### config.mk
export PLATFORM = sky130hd
export DESIGN_NAME = sha_pad_stream
export DESIGN_NICKNAME = d
export VERILOG_FILES = /design/src/rtl/sha_pad_stream.sv
export SDC_FILE = /design/constraint.sdc
export NUM_CORES = 1
export LEC_CHECK = 0
export ABC_AREA = 1
export CORE_MARGIN = 3
export CORE_UTILIZATION = 51
export DETAILED_ROUTE_END_ITERATION = 10
export PLACE_DENSITY = 0.77
export REMOVE_ABC_BUFFERS = 1
export SYNTH_ARGS = -nofsm -noshare
export SYNTH_HDL_FRONTEND = slang
export SYNTH_SLANG_ARGS = --single-unit
### constraint.sdc
create_clock -name clk -period 2 [get_ports clk]
set_input_delay 0.4 -clock clk [delete_from_list [all_inputs] [get_ports clk]]
set_output_delay 0.4 -clock clk [all_outputs]
set_load 0.05 [all_outputs]
### src/rtl/sha_pad_stream.sv
// Streaming SHA-256/512 message padder: appends 0x80, zero fill and the bit-length field,
// then emits 16*NW-bit blocks. Optional abort input when SHA_PAD_ABORT_EN is defined.
module sha_pad_stream #(
  parameter int NW    = 32,
  parameter int LEN_W = 64
) (
  input  logic            clk,
  input  logic            rst,
`ifdef SHA_PAD_ABORT_EN
  input  logic            abort,
`endif
  input  logic            in_valid,
  input  logic [7:0]      in_data,
  input  logic            in_keep,
  input  logic            in_last,
  output logic            in_ready,
  output logic            blk_valid,
  output logic [16*NW-1:0] blk_data,
  output logic            blk_first,
  output logic            blk_last,
  input  logic            blk_ready
);

  localparam int BB    = 2 * NW;
  localparam int LB    = NW / 4;
  localparam int BW    = 16 * NW;
  localparam int LBITS = 8 * LB;
  localparam int PW    = $clog2(BB + 1);

  typedef enum logic [2:0] {IDLE, FILL, PAD, LEN, OUT} state_t;

  state_t           state, state_n;
  logic [PW-1:0]    pos, pos_n;
  logic [LEN_W-1:0] count, count_n;
  logic [BW-1:0]    data_n;
  logic             first_n, last_n;
  logic             first_pend, first_pend_n;
  logic             pad_pend, pad_pend_n;
  logic             sent80, sent80_n;
  logic             beat, wr_en;
  logic [7:0]       wr_byte;
  logic [PW+2:0]    wr_shift;

  assign in_ready  = rst && (state == IDLE || state == FILL);
  assign blk_valid = rst && (state == OUT);
  assign beat      = in_valid && (state == IDLE || state == FILL);
  assign wr_shift  = {PW'(BB - 1) - pos, 3'b000};

  always_ff @(posedge clk) begin
    if (!rst) begin
      state      <= IDLE;
      pos        <= '0;
      count      <= '0;
      blk_data   <= '0;
      blk_first  <= 1'b0;
      blk_last   <= 1'b0;
      first_pend <= 1'b0;
      pad_pend   <= 1'b0;
      sent80     <= 1'b0;
    end else begin
      state      <= state_n;
      pos        <= pos_n;
      count      <= count_n;
      blk_data   <= data_n;
      blk_first  <= first_n;
      blk_last   <= last_n;
      first_pend <= first_pend_n;
      pad_pend   <= pad_pend_n;
      sent80     <= sent80_n;
    end
  end

  always_comb begin
    state_n      = state;
    pos_n        = pos;
    count_n      = count;
    data_n       = blk_data;
    first_n      = blk_first;
    last_n       = blk_last;
    first_pend_n = first_pend;
    pad_pend_n   = pad_pend;
    sent80_n     = sent80;
    wr_en        = 1'b0;
    wr_byte      = 8'h00;

    case (state)
      IDLE, FILL: begin
        if (beat) begin
          if (state == IDLE) first_pend_n = 1'b1;
          if (in_keep) begin
            wr_en   = 1'b1;
            wr_byte = in_data;
            pos_n   = pos + PW'(1);
            count_n = count + LEN_W'(8);
          end
          if (in_last) begin
            pad_pend_n = 1'b1;
            sent80_n   = 1'b0;
          end
          // A full block always goes out first; padding resumes at pos 0 afterwards.
          if (pos_n == PW'(BB)) begin
            state_n = OUT;
            last_n  = 1'b0;
            first_n = first_pend_n;
          end else if (in_last) begin
            state_n = PAD;
          end else begin
            state_n = FILL;
          end
        end
      end
      PAD: begin
        wr_en    = 1'b1;
        wr_byte  = sent80 ? 8'h00 : 8'h80;
        sent80_n = 1'b1;
        pos_n    = pos + PW'(1);
        if (pos_n == PW'(BB - LB)) begin
          state_n = LEN;
        end else if (pos_n == PW'(BB)) begin
          state_n = OUT;
          last_n  = 1'b0;
          first_n = first_pend;
        end
      end
      LEN: begin
        data_n     = blk_data | BW'(LBITS'(count));
        pad_pend_n = 1'b0;
        state_n    = OUT;
        last_n     = 1'b1;
        first_n    = first_pend;
      end
      OUT: begin
        if (blk_ready) begin
          pos_n        = '0;
          data_n       = '0;
          first_n      = 1'b0;
          last_n       = 1'b0;
          first_pend_n = 1'b0;
          if (blk_last) begin
            state_n = IDLE;
            count_n = '0;
          end else if (pad_pend) begin
            state_n = PAD;
          end else begin
            state_n = FILL;
          end
        end
      end
      default: state_n = IDLE;
    endcase

    // Byte slots are written once per block into a cleared register, so OR-in is sufficient.
    if (wr_en) data_n = data_n | (BW'(wr_byte) << wr_shift);

`ifdef SHA_PAD_ABORT_EN
    if (abort) begin
      state_n      = IDLE;
      pos_n        = '0;
      count_n      = '0;
      data_n       = '0;
      first_n      = 1'b0;
      last_n       = 1'b0;
      first_pend_n = 1'b0;
      pad_pend_n   = 1'b0;
      sent80_n     = 1'b0;
    end
`endif
  end

endmodule
; ---- Word-level counts from Yosys, hierarchy flattened
; Cells that the tools add are included.
[totals]
register_bits = 591
in_bits = 14
output_inout_bits = 516
wordCells = 99
[op_classes]
add_sub_neg = 3
n_eq_ne = 16
shift = 1
muxes = 50
n_bitwise = 2
reduce_logical = 18
[op_table]
columns = operator, n
row1 = 512-bit two-way mux, 2
row2 = 512-bit one-hot mux with 2 select lines, 1
row3 = 512-bit OR, 1
row4 = 512-bit by 64-bit OR with 512-bit output, 1
row5 = 8-bit by 10-bit << shifter with 512-bit output, 1
row6 = 64-bit two-way mux, 4
row7 = 64-bit one-hot mux with 2 select lines, 1
row8 = 64-bit by 4-bit adder with 64-bit output (second input constant), 1
row9 = 7-bit two-way mux, 5
row10 = 8-bit two-way mux, 3
row11 = 7-bit one-hot mux with 3 select lines, 1
row12 = 1-bit two-way mux, 17
row13 = 2-bit != test (second input constant), 8
row14 = 8-bit one-hot mux with 2 select lines, 1
row15 = 3-bit two-way mux, 5
row16 = 3-bit AND reduction, 5
row17 = 7-bit == test (second input constant), 2
row18 = 3-bit one-hot mux with 4 select lines, 1
row19 = 1-bit one-hot mux with 2 select lines, 4
row20 = 1-bit one-hot mux with 4 select lines, 2
row21 = 7-bit by 1-bit adder with 7-bit output (second input constant), 1
row22 = 7-bit by 6-bit == test with 1-bit output (second input constant), 1
row23 = 6-bit by 7-bit subtractor with 7-bit output (first input constant), 1
row24 = 3-bit by 2-bit == test with 1-bit output (second input constant), 2
row25 = 13 further kinds, 19

; ---- Longest topological paths before layout
[depth]
ltp_word = 9
depth_mapped = 14
mapped_depth_nobuf = 14

; ---- Worst setup path after synthesis
; Ideal clock, no wire load.
[synth_timing]
kind = input -> output
start = input port rst
end = output port blk_valid
t_arrival_ns = 1.878
required_time_ns = 1.600
setup_slack_ns = -0.278
path_stages = 5
n_path_buf = 3
cell_sequence = clkbuf_1 inv_2 clkbuf_1 buf_1 nor2_1
[synth_between]
elab_chain_len = 1
[synth_lines]
columns = item, line_no
row1 = "start, declared", 8  ; input logic rst,
row2 = 1-bit logical AND, 45  ; assign blk_valid = rst && (state == OUT);
row3 = "end, declared", 17  ; output logic blk_valid,
; No other way between the ends.

; ---- Final worst setup path
[layout_timing]
start = register state[2]
end = register blk_data[157]
[layout_between]
elab_chain_len = 8
word_cells_on_any_way = 16
cone_classes = 4 x eq/ne / 1 x shift / 6 x mux / 1 x bitwise / 4 x reduce/logical
[layout_lines]
columns = item, line_no
row1 = "start, declared", 32  ; state_t state, state_n;
row2 = "start signal, assigned", 61  ; state <= state_n;
row3 = 3-bit by 1-bit == test with 1-bit output / 3-bit zero test (equally long branches), "46, 86"
row4 = 1-bit logical OR, 46  ; assign beat = in_valid && (state == IDLE || state == FILL);
row5 = 1-bit logical AND, 46
row6 = 8-bit two-way mux, 88  ; if (beat) begin
row7 = 8-bit one-hot mux with 2 select lines, 86  ; case (state)
row8 = 8-bit by 10-bit << shifter with 512-bit output, 153  ; if (wr_en) data_n = data_n | (BW'(wr_byte) << wr_shift);
row9 = 512-bit OR, 153
row10 = 512-bit two-way mux (*), 153
row11 = "end signal, assigned", 64  ; blk_data <= data_n;
row12 = "end, declared", 18  ; output logic [16*NW-1:0] blk_data,
; Mark *: on every way between the ends. The rest lies on a longest branch, timed or not.
; A chain may end at the register's enable or synchronous reset.

==> results by group <==
Run status
  – Status: completed

Placed design
  – PortBufs: 529
  – RD Place Congestion: about 0.93
  – HPWL after detailed placement: about 65 mm

Logic synthesis
  – Post-synthesis simple-gate area fraction: roughly a quarter
  – Synthesized area: between 0.02 and 0.025 sq mm
  – Post-synthesis compound-gate area fraction: between 10% and 20%
  – Largest family of logic cells by synthesized area: simple AND/OR/NAND/NOR gates
  – Synth top area share: between 40% and 50%
  – Syn Inst Count: between 3000 and 4000
  – Mean Syn Cell Area: slightly below 8 sq um
  – Seq cells post-synth: around 590
  – Sequential fraction of the synthesis area: approximately 50%
  – Mux share of post-synthesis cell area: 0%
  – Xor/xnor share of the synthesized area: less than 1%
  – Yosys warnings: 0
  – Adder-cell share of the synthesized area: less than 1%
  – Netlist cell types: between 40 and 50
  – Top FF cell, synth: dfxtp_1
  – Post-synth top area cell: dfxtp_1
  – Post-synth EDFFs: 0
  – Area contributors post-synth: dfxtp_1 50%, nand3_1 12%, o21ai_0 9.0%
  – Fraction of registers with async set/reset: 0%

Timing
  – Endpoints failing setup: 0
  – Final Max Slew Viols: 0
  – Period utilisation layout: between 90% and 100%
  – Max-slew headroom: between 20 and 30%
  – Worst Tran Pin Value: between 1 and 1.5 ns
  – Hold Vio Cnt, Final: 0
  – RSZ-0062 raised after global routing: yes
  – Post-route setup TNS: 0 ns
  – Achievable frequency: between 500 and 600 MHz
  – Period minus WS final: 1.98 ns
  – Worst Clk Skew: between 0.009 and 0.01 ns

Clocking
  – Hold buffer count at CTS: 0
  – CTS Root Cell: clkbuf_16
  – Clock-pin slew on the worst setup and hold paths: around 0.06 ns
  – Maximum clock path buffer count: 3
  – CTS tree: yes
  – Num Clock Sinks: between 500 and 600
  – Worst skew pair latency: ~0.61 ns
  – H-tree levels: 2
  – Number of buffers created by CTS: a little under 60

Floorplan
  – DIE WIDTH: ~220 microns
  – CORE AREA: 0.0457 sq mm
  – Num rows: just under 80
  – DIE AREA: 0.0491 sq mm
  – I/O pins: 530
  – Die height: ~220 microns
  – Initial core utilization: around half

Power
  – Cell area power density: about 890 mW/mm^2
  – IR Drop Worst-Case VDD: between 0.8 and 0.9 mV
  – P_leak: ~14 nW
  – Design Power: between 0.02 and 0.03 W

Routing
  – Starting DRC count in detailed routing: just over 3000
  – Via/cell ratio: around 6
  – WL met3: 7.57 mm
  – DR pass1 iterations: 6
  – M1 WL: 37.5 mm
  – DRC: 0
  – Drt total wl: 95.1 mm
  – ANT nets after route: 0
  – Vias post-DR: 25936
  – Routed length per instance: 22.1 microns
  – WL met2: 45.2 mm
  – Top sig layer: met4

Setup path
  – Crit-path max FO: 63
  – CP Class: register to register
  – Worst Path Arrival: about 2.5 ns
  – Startpoint types: register
  – Setup crit end kind: register
  – Critical Path RT: 2.52 ns

Finish
  – Final net count: about 3700
  – Layout area overhead: 40.0%
  – Share of layout cells above drive strength 1: 16.8%

Global routing
  – Largest net degree at the start of global routing: around 130
  – GRT Resource Usage Total: a little over a third
  – Initial antenna violation count: 1
  – Vias in the first global route: between 20000 and 25000
  – Total grt overflow: 0
  – First-pass GRT wire length: about 140 mm

Flow run
  – Max-cap violations: 0

Worst hold path
  – Min-delay worst type: input port to register
## layout make-up
cell class	count	area, sq um
timing repair buffer	823	7510
tap	600	751
clock inverter	20	245
multi-input combinational	2032	10600
fill	3648	12500
inverter	169	651
sequential	588	11800
clock buffer	75	1610
antenna	1	2.50
## power breakdown
part | switching [W] | total, W | internal, W
clock | 0.00462 | 0.0109 | 0.00626
combinational | 0.00458 | 0.00647 | 0.00190
sequential | 0.000160 | 0.0120 | 0.0119
total | 0.00936 | 0.0294 | 0.0200
## critical path, cell delays in order, from the launching register on
cell	delay (ns)
dfxtp_2	0.34
buf_4	0.15
nor2_4	0.10
nand2_2	0.11
a21oi_4	0.18
o21ai_4	0.10
nor2_4	0.13
buf_12	0.16
nand2_8	0.08
buf_12	0.20
o21ai_0	0.24
## cell usage after synthesis (18+ instances only)
cell type    n
nor3_1      39
nand4_1     80
o21ai_0    424
nand3_1    582
a21oi_1     59
o31ai_4     24
nand2_1    412
a32oi_1     18
nor2_1     195
clkbuf_1   209
o21ai_1     68
dfxtp_1    588
inv_1      159
a31oi_1     65
## routing by layer
| metal | track usage [%] | vias up |
|---|---|---|
| met3 | 5.69 | 265 |
| met2 | 59.5 | 1429 |
| met4 | 17.0 | 0 |
| li1 | - | 11793 |
| met5 | 0 | - |
| met1 | 45.4 | 12449 |
## path summary, 6_finish.rpt
check | startpoint | to | slack, ns | cells after the start
max | state[2] | blk_data[157] | 0.02 | 10
min | rst | blk_data[266] | 0.23 | 3
max reg2reg | state[2] | blk_data[157] | 0.02 | 10
min reg2reg | sent80 | sent80 | 0.47 | 2
## state kept, by name, indices dropped and copies added (netlist names)
name / count
pos: 7
first_pend: 1
count: 61
pad_pend: 1
state: 3
blk_data: 512
blk_last: 1
blk_first: 1
sent80: 1
## layout by cell type (no fill, tap or decap), types with 18 or more instances in the layout
cell and count:
buf_12 41, o21ai_0 340, a32oi_1 18, nor2_4 19
nor2_1 154, a31oi_1 65, nor2_2 35, dfxtp_1 574
o21ai_1 148, dlygate4sd2_1 419, nand3_1 577, clkbuf_16 66
buf_4 324, nor3_1 33, nand2_1 403, a21oi_1 57
o31ai_4 24, inv_1 150, nand4_1 80
## repair_timing
item                       4_1_cts  5_1_grt
cloned                           0       10
gates resized for setup        438      191
buffers inserted                 3       19
pin swaps                        1       37
setup endpoints to repair      444      501
## through the flow
step / util [%] / worst slack, ns / instance area, sq um / hold slack, ns / cells
floorplan: - / -3.91 / 22700 / 0.439 / 2788
global placement: 68.0 / -0.629 / 31100 / 0.451 / 4181
detailed placement: 68.0 / -0.691 / 31100 / 0.455 / 4181
CTS: 71.1 / -0.00152 / 32500 / 0.175 / 4279
global route: 72.6 / -0.0936 / 33200 / 0.235 / 4308
finish: 72.6 / 0.0234 / 33200 / 0.226 / 4308
## cells by family (layout without fill, tap and decap cells)
logic type | count (synthesis) | in the layout
other | 0 | 1
XOR/XNOR | 1 | 1
adder cells (fa/ha/maj) | 2 | 2
buffers and inverters | 414 | 1087
AO/OA/AOI/OAI | 690 | 690
flip-flops | 588 | 588
AND/OR/NAND/NOR | 1338 | 1339
Note: power is estimated with default switching activity, not from simulation.
